**src/rtl/debounce_pkg.sv**
```systemverilog
// Shared defaults and the per-channel debounce state type.
package debounce_pkg;

    localparam int DEF_NUM_CH        = 8;
    localparam int DEF_STABLE_CYCLES = 4;
    localparam int DEF_CNT_W         = 8;
    localparam int DEF_PRESCALE      = 1;
    localparam int PRESCALE_W        = 16;

    // STABLE: dout already matches the synchronized input.
    // PENDING: a differing level is being timed.
    typedef enum logic [0:0] {
        STABLE  = 1'b0,
        PENDING = 1'b1
    } db_state_e;

endpackage

```
**src/rtl/input_debouncer_if.sv**
```systemverilog
// Raw pad levels in; debounced levels, edge pulses and the prescaler tick out.
interface input_debouncer_if
    import debounce_pkg::*;
#(
    parameter int NUM_CH = DEF_NUM_CH
);
    logic [NUM_CH-1:0] din;
    logic [NUM_CH-1:0] dout;
    logic [NUM_CH-1:0] rise;
    logic [NUM_CH-1:0] fall;
    logic              tick;

    modport master (output din, input dout, input rise, input fall, input tick);
    modport slave  (input din, output dout, output rise, output fall, output tick);
endinterface

```
**src/rtl/debounce_channel.sv**
```systemverilog
// One debounce lane: 2-flop synchronizer, tick-gated stability counter and
// a two-state FSM. The output flips on the STABLE_CYCLES-th tick that sees
// the new level, counting the tick of the cycle the mismatch is first seen.
module debounce_channel
    import debounce_pkg::*;
#(
    parameter int   STABLE_CYCLES = DEF_STABLE_CYCLES,
    parameter int   CNT_W         = DEF_CNT_W,
    parameter logic RESET_VAL     = 1'b0
) (
    input  logic clk,
    input  logic rst,
    input  logic tick,
    input  logic din,
    output logic dout,
    output logic rise,
    output logic fall
);
    localparam logic [CNT_W-1:0] LAST_CNT    = CNT_W'(STABLE_CYCLES - 1);
    localparam logic [CNT_W-1:0] CNT_ONE     = CNT_W'(1);
    localparam logic             SINGLE_TICK = (STABLE_CYCLES == 1);

    logic             s1_r;
    logic             s2_r;
    logic             dout_r;
    logic             rise_r;
    logic             fall_r;
    logic [CNT_W-1:0] cnt_r;
    db_state_e        state_r;

    logic             mismatch_s;
    logic             dout_s;
    logic             rise_s;
    logic             fall_s;
    logic [CNT_W-1:0] cnt_s;
    db_state_e        state_s;

    assign mismatch_s = (s2_r != dout_r);

    // Next-state logic; a return to the current level always wins over a tick.
    always_comb begin
        state_s = state_r;
        cnt_s   = cnt_r;
        dout_s  = dout_r;
        rise_s  = 1'b0;
        fall_s  = 1'b0;
        case (state_r)
            STABLE: begin
                cnt_s = {CNT_W{1'b0}};
                if (mismatch_s) begin
                    if (tick) begin
                        if (SINGLE_TICK) begin
                            dout_s = s2_r;
                            rise_s = s2_r;
                            fall_s = ~s2_r;
                        end else begin
                            state_s = PENDING;
                            cnt_s   = CNT_ONE;
                        end
                    end else begin
                        state_s = PENDING;
                    end
                end else begin
                    state_s = STABLE;
                end
            end
            PENDING: begin
                if (!mismatch_s) begin
                    state_s = STABLE;
                    cnt_s   = {CNT_W{1'b0}};
                end else if (tick) begin
                    if (cnt_r == LAST_CNT) begin
                        state_s = STABLE;
                        cnt_s   = {CNT_W{1'b0}};
                        dout_s  = s2_r;
                        rise_s  = s2_r;
                        fall_s  = ~s2_r;
                    end else begin
                        cnt_s = cnt_r + CNT_ONE;
                    end
                end else begin
                    cnt_s = cnt_r;
                end
            end
            default: begin
                state_s = STABLE;
                cnt_s   = {CNT_W{1'b0}};
            end
        endcase
    end

    // Synchronizer, FSM state and registered outputs.
    always_ff @(posedge clk) begin
        if (rst) begin
            s1_r    <= RESET_VAL;
            s2_r    <= RESET_VAL;
            dout_r  <= RESET_VAL;
            rise_r  <= 1'b0;
            fall_r  <= 1'b0;
            cnt_r   <= {CNT_W{1'b0}};
            state_r <= STABLE;
        end else begin
            s1_r    <= din;
            s2_r    <= s1_r;
            dout_r  <= dout_s;
            rise_r  <= rise_s;
            fall_r  <= fall_s;
            cnt_r   <= cnt_s;
            state_r <= state_s;
        end
    end

    assign dout = dout_r;
    assign rise = rise_r;
    assign fall = fall_r;

endmodule

```
**src/rtl/input_debouncer.sv**
```systemverilog
// Debounces NUM_CH raw pad inputs; all lanes share one prescaler tick.
module input_debouncer
    import debounce_pkg::*;
#(
    parameter int   NUM_CH        = DEF_NUM_CH,
    parameter int   STABLE_CYCLES = DEF_STABLE_CYCLES,
    parameter int   CNT_W         = DEF_CNT_W,
    parameter int   PRESCALE      = DEF_PRESCALE,
    parameter logic RESET_VAL     = 1'b0
) (
    input  logic               clk,
    input  logic               rst,
    input_debouncer_if.slave   bus
);
    localparam logic [PRESCALE_W-1:0] PRE_LAST = PRESCALE_W'(PRESCALE - 1);
    localparam logic [PRESCALE_W-1:0] PRE_ONE  = PRESCALE_W'(1);

    if ((STABLE_CYCLES < 1) || (STABLE_CYCLES >= (1 << CNT_W))) begin : g_bad_stable
        $error("input_debouncer: STABLE_CYCLES must be in 1..2^CNT_W-1");
    end
    if ((PRESCALE < 1) || (PRESCALE > 65535)) begin : g_bad_prescale
        $error("input_debouncer: PRESCALE must be in 1..65535");
    end

    logic [PRESCALE_W-1:0] pre_cnt_r;
    logic                  tick_r;
    logic [NUM_CH-1:0]     dout_s;
    logic [NUM_CH-1:0]     rise_s;
    logic [NUM_CH-1:0]     fall_s;

    // Shared prescaler: counts 0..PRESCALE-1, tick registered on the wrap.
    always_ff @(posedge clk) begin
        if (rst) begin
            pre_cnt_r <= {PRESCALE_W{1'b0}};
            tick_r    <= 1'b0;
        end else if (pre_cnt_r == PRE_LAST) begin
            pre_cnt_r <= {PRESCALE_W{1'b0}};
            tick_r    <= 1'b1;
        end else begin
            pre_cnt_r <= pre_cnt_r + PRE_ONE;
            tick_r    <= 1'b0;
        end
    end

    for (genvar i = 0; i < NUM_CH; i++) begin : g_ch
        debounce_channel #(
            .STABLE_CYCLES (STABLE_CYCLES),
            .CNT_W         (CNT_W),
            .RESET_VAL     (RESET_VAL)
        ) u_ch (
            .clk  (clk),
            .rst  (rst),
            .tick (tick_r),
            .din  (bus.din[i]),
            .dout (dout_s[i]),
            .rise (rise_s[i]),
            .fall (fall_s[i])
        );
    end

    assign bus.dout = dout_s;
    assign bus.rise = rise_s;
    assign bus.fall = fall_s;
    assign bus.tick = tick_r;

endmodule

```
**src/flat_wrapper.sv**
```systemverilog
// flat-port wrapper written by rule: the top's interface ports become plain ports
module input_debouncer_flat import debounce_pkg::*;
#(
    parameter int   NUM_CH        = DEF_NUM_CH,
    parameter int   STABLE_CYCLES = DEF_STABLE_CYCLES,
    parameter int   CNT_W         = DEF_CNT_W,
    parameter int   PRESCALE      = DEF_PRESCALE,
    parameter logic RESET_VAL     = 1'b0
)
  (clk, rst, bus_din, bus_dout, bus_rise, bus_fall, bus_tick);
  input_debouncer_if #(.NUM_CH(NUM_CH)) bus_i ();
  input  logic clk;
  input  logic rst;
  input wire logic [$bits(bus_i.din)-1:0] bus_din;
  output wire logic [$bits(bus_i.dout)-1:0] bus_dout;
  output wire logic [$bits(bus_i.rise)-1:0] bus_rise;
  output wire logic [$bits(bus_i.fall)-1:0] bus_fall;
  output wire logic [$bits(bus_i.tick)-1:0] bus_tick;
  assign bus_i.din = bus_din;
  assign bus_dout = bus_i.dout;
  assign bus_rise = bus_i.rise;
  assign bus_fall = bus_i.fall;
  assign bus_tick = bus_i.tick;
  input_debouncer #(.NUM_CH(NUM_CH), .STABLE_CYCLES(STABLE_CYCLES), .CNT_W(CNT_W), .PRESCALE(PRESCALE), .RESET_VAL(RESET_VAL)) u_core (.clk(clk), .rst(rst), .bus(bus_i));
endmodule
```
**config.mk**
```make
export PLATFORM = sky130hd
export DESIGN_NAME = input_debouncer_flat
export DESIGN_NICKNAME = d
export VERILOG_FILES = /design/src/rtl/debounce_pkg.sv /design/src/rtl/input_debouncer_if.sv /design/src/rtl/debounce_channel.sv /design/src/rtl/input_debouncer.sv /design/src/flat_wrapper.sv
export SDC_FILE = /design/constraint.sdc
export NUM_CORES = 1
export LEC_CHECK = 0
export CAP_MARGIN = 40
export CORE_ASPECT_RATIO = 1.25
export CORE_MARGIN = 2
export CORE_UTILIZATION = 25
export CTS_CLUSTER_SIZE = 20
export DETAILED_ROUTE_END_ITERATION = 6
export HOLD_SLACK_MARGIN = 0.02
export MAX_ROUTING_LAYER = met4
export PLACE_DENSITY_LB_ADDON = 0.1
export SLEW_MARGIN = 10
export SYNTH_ARGS = -nofsm -noshare
export SYNTH_HDL_FRONTEND = slang
export SYNTH_HIERARCHICAL = 1
export SYNTH_SLANG_ARGS = --single-unit
```
**constraint.sdc**
```tcl
create_clock -name clk -period 2.4 [get_ports clk]
set_input_delay 0.72 -clock clk [delete_from_list [all_inputs] [get_ports clk]]
set_output_delay 0.72 -clock clk [all_outputs]
set_load 0.03 [all_outputs]
```
==> key figures <==
Status
  – Outcome: completed

Yosys
  – Adder-Cell Fraction of Synth Area: 3.538%
  – Post-synth top cells: dfxtp_1 (129), nand3_1 (67), a31oi_1 (56)
  – Synth Register Bits: 129
  – Post-synth top area share: 40.57%
  – Area of the mapped netlist: 6366 sq um
  – Synth Area in Compound Gates: 11.79%
  – YS warnings: 6
  – Top cells by area, synth: dfxtp_1 (41%), a31oi_1 (5.5%), nand3_1 (5.3%), ha_1 (3.5%), nor3_1 (3.5%)
  – Largest family of logic cells by synthesized area: simple AND/OR/NAND/NOR gates
  – Mean post-synth cell area: 9.376 sq um
  – Post-synthesis mux area share: 2.516%
  – Cell taking the most area after synthesis: dfxtp_1
  – Most common cell in the netlist: dfxtp_1
  – Synth Area in Simple Gates: 32.70%
  – Post-Syn Instances: 679
  – Post-synth EDFFs: 0
  – Post-synthesis xor/xnor area fraction: 6.171%
  – Register area share after synthesis: 40.57%
  – Post-synth ARST share: 0%
  – Post-Syn Nets: 707
  – Cell variety after synth: 40
  – Primary FF master, synth: dfxtp_1

Flow run
  – Max cap viols: 0

CTS
  – H-Tree Depth: 4
  – CTS buffer count: 17
  – Setup bufs post-CTS: 0
  – Clk slew on worst S/H paths: 0.06 ns
  – CTS max path bufs: 2
  – CTS tree: built
  – Worst skew pair latency: 0.42 ns
  – Root Buffer: clkbuf_16
  – CTS resizes: 0
  – Clock sink count: 129
  – Hold_buf cts: 0

Die
  – Die area: 26770 sq um
  – Row count: 65
  – Die height: 182.4 microns
  – Initial Utilization: 25.33%
  – Io pins: 35
  – Core box area: 25130 sq um
  – Die Wd: 146.7 microns

Setup path
  – Bufs and invs on worst path: 1
  – Setup slack, reg-to-reg: 0.62 ns
  – Critical Path Start Type: flip-flop
  – Worst R2R Path Depth: 5
  – Cell at the slowest stage of the critical path: clkdlybuf4s50_1
  – WS Path Type: reg2out
  – Crit-path max cell delay: 0.72 ns
  – Delay-heaviest family, CP: buffers and inverters
  – Critical path data arrival time: 1.58 ns
  – R2R Path Start: u_core/g_ch[1].u_ch/cnt_r[0]
  – Worst path required time: 1.68 ns
  – Worst-path cell chain: clkdlybuf4s50_1
  – Worst Path Max Fanout: 4
  – FF-to-FF End: u_core/g_ch[1].u_ch/cnt_r[0]
  – Crit. End Element: output pin

Drt
  – First-pass iteration count of the detailed router: 5
  – Post-DR wirelength/cell: 12.85 microns
  – Via-per-instance ratio: 4.801
  – Initial DRC count: 267
  – DRC Markers: 0
  – Drt total wl: 13790 microns
  – Antenna-violating nets left: 0
  – DR vias: 5152

Placement
  – RePlAce Congestion: 0.8045
  – Final HPWL DP: 9788 microns
  – DP Cell Count: 1041
  – Buffers on Ports: 34
  – DP Worst Slack: 0.4781 ns

Global routing
  – Total global routing overflow: 0
  – Largest net degree at the start of global routing: 30
  – First-pass GRT wire length: 23900 microns
  – Vias in the first global route: 4956
  – GRT Total Usage: 11.08%
  – Initial antenna violation count: 0

Layout
  – Share of cells above drive strength 1: 14.50%
  – Nets@finish: 753
  – # diodes: 0
  – Area Growth Syn to Fin: 21.56%
  – Non-filler instance count after layout: 1073

STA
  – Minimum clock period: 2.300 ns
  – Final setup TNS: 0 ns
  – Max Fclk: 434.7 MHz
  – Slew @ Worst Pin: 0.4614 ns
  – Final Cycle Share: 95.85%
  – Final Hold Fails: 0
  – Clock Skews: 0.01233 ns
  – Setup ws final: 0.09957 ns
  – Worst slew margin relative to its limit: 69.09%
  – Slew Viols, Final: 0
  – Final Setup Violations: 0
  – RSZ-0062 raised after global routing: false

Pwr
  – Worst vdd ir: 0.3869 mV
  – Pwr dens: 648.4 nW/um^2
  – Leakage: 2.531 nW

Hold path
  – Worst Hold Class: reg2reg
  – Beginning of the worst hold path: u_core/g_ch[5].u_ch/s1_r
  – Cells on Worst Hold Path: 1
  – Min-Delay Endpoint: u_core/g_ch[5].u_ch/s2_r
==> final cells by class <==
cell class              instances  area [sq um]
multi-input cells             510          3611
repair buffers                 46         437.9
fillers                      2572         17390
well taps                     335         419.2
clock inverters                14         180.2
flip-flops and latches        129          2582
clock buffers                  18         429.2
inverters                      21         78.83
==> metal layers <==
metal | vias up | GRT usage (%) | part of all wire, %
li1 | 2618 | - | -
met3 | 10 | 2.500 | 3.2
met4 | 0 | 4.233 | 1.1
met2 | 97 | 18.07 | 49
met1 | 2427 | 13.36 | 46
met5 | - | - | 0
==> registers in the layout, summed over array words and instances (netlist names) <==
register / cells
u_core/bus.tick: 1
u_core/g_ch.u_ch/cnt_r: 64
u_core/g_ch.u_ch/dout: 8
u_core/g_ch.u_ch/fall: 8
u_core/g_ch.u_ch/rise: 8
u_core/g_ch.u_ch/s1_r: 8
u_core/g_ch.u_ch/s2_r: 8
u_core/g_ch.u_ch/state_r: 8
u_core/pre_cnt_r: 16
==> metrics by stage <==
step           cell area [sq um]  utilization, %  total power, mW  hold slack [ns]
5_1_grt                     7739           30.79            5.216           0.4530
2_1_floorplan               6366               -            2.321           0.4138
3_5_place_dp                7129           28.37            2.387           0.4274
4_1_cts                     7739           30.79            5.120           0.4439
3_3_place_gp                7129           28.37            2.385           0.4198
6_report                    7739           30.79            5.017           0.4378
==> logic make-up (layout without fill, tap and decap cells) <==
group	Yosys count	in the layout
buf+inv	40	99
compound gates	112	112
simple gates	326	326
mux	16	16
xor+xnor	38	38
flops	129	129
fa+ha+maj	18	18
==> report_power, final <==
group,internal [mW],switching [mW],total [mW]
Sequential,2.16,0.0227,2.19
Clock,1.65,1.03,2.68
Combinational,0.0673,0.0825,0.150
==> cells in the final DEF (no fill, tap or decap), drive strengths merged, types with 9 or more instances in the layout <==
cell type / n
a21oi: 24
nor3: 53
nand2: 44
dfxtp: 129
xor2: 12
nand3: 68
a311oi: 16
xnor2: 26
inv: 26
and3: 24
ha: 18
a31oi: 56
nor2b: 16
buf: 14
nand3b: 16
nor4b: 9
nor2: 50
mux2i: 16
clkdlybuf4s50: 32
clkbuf: 18
==> worst max-delay path by stage <==
| stage | cells past startpoint | start | slack (ns) | endpoint |
|---|---|---|---|---|
| floorplan | 4 | u_core/bus.tick | 0.20 | u_core/g_ch[0].u_ch/dout |
| global placement | 5 | rst | 0.50 | u_core/g_ch[5].u_ch/cnt_r[6] |
| detailed placement | 5 | rst | 0.48 | u_core/g_ch[5].u_ch/cnt_r[6] |
| CTS | 1 | u_core/g_ch[6].u_ch/dout | 0.07 | bus_dout[6] |
| global route | 1 | u_core/g_ch[1].u_ch/dout | 0.03 | bus_dout[1] |
| finish | 1 | u_core/g_ch[1].u_ch/dout | 0.1 | bus_dout[1] |
Power figures use the tool's default switching activity.
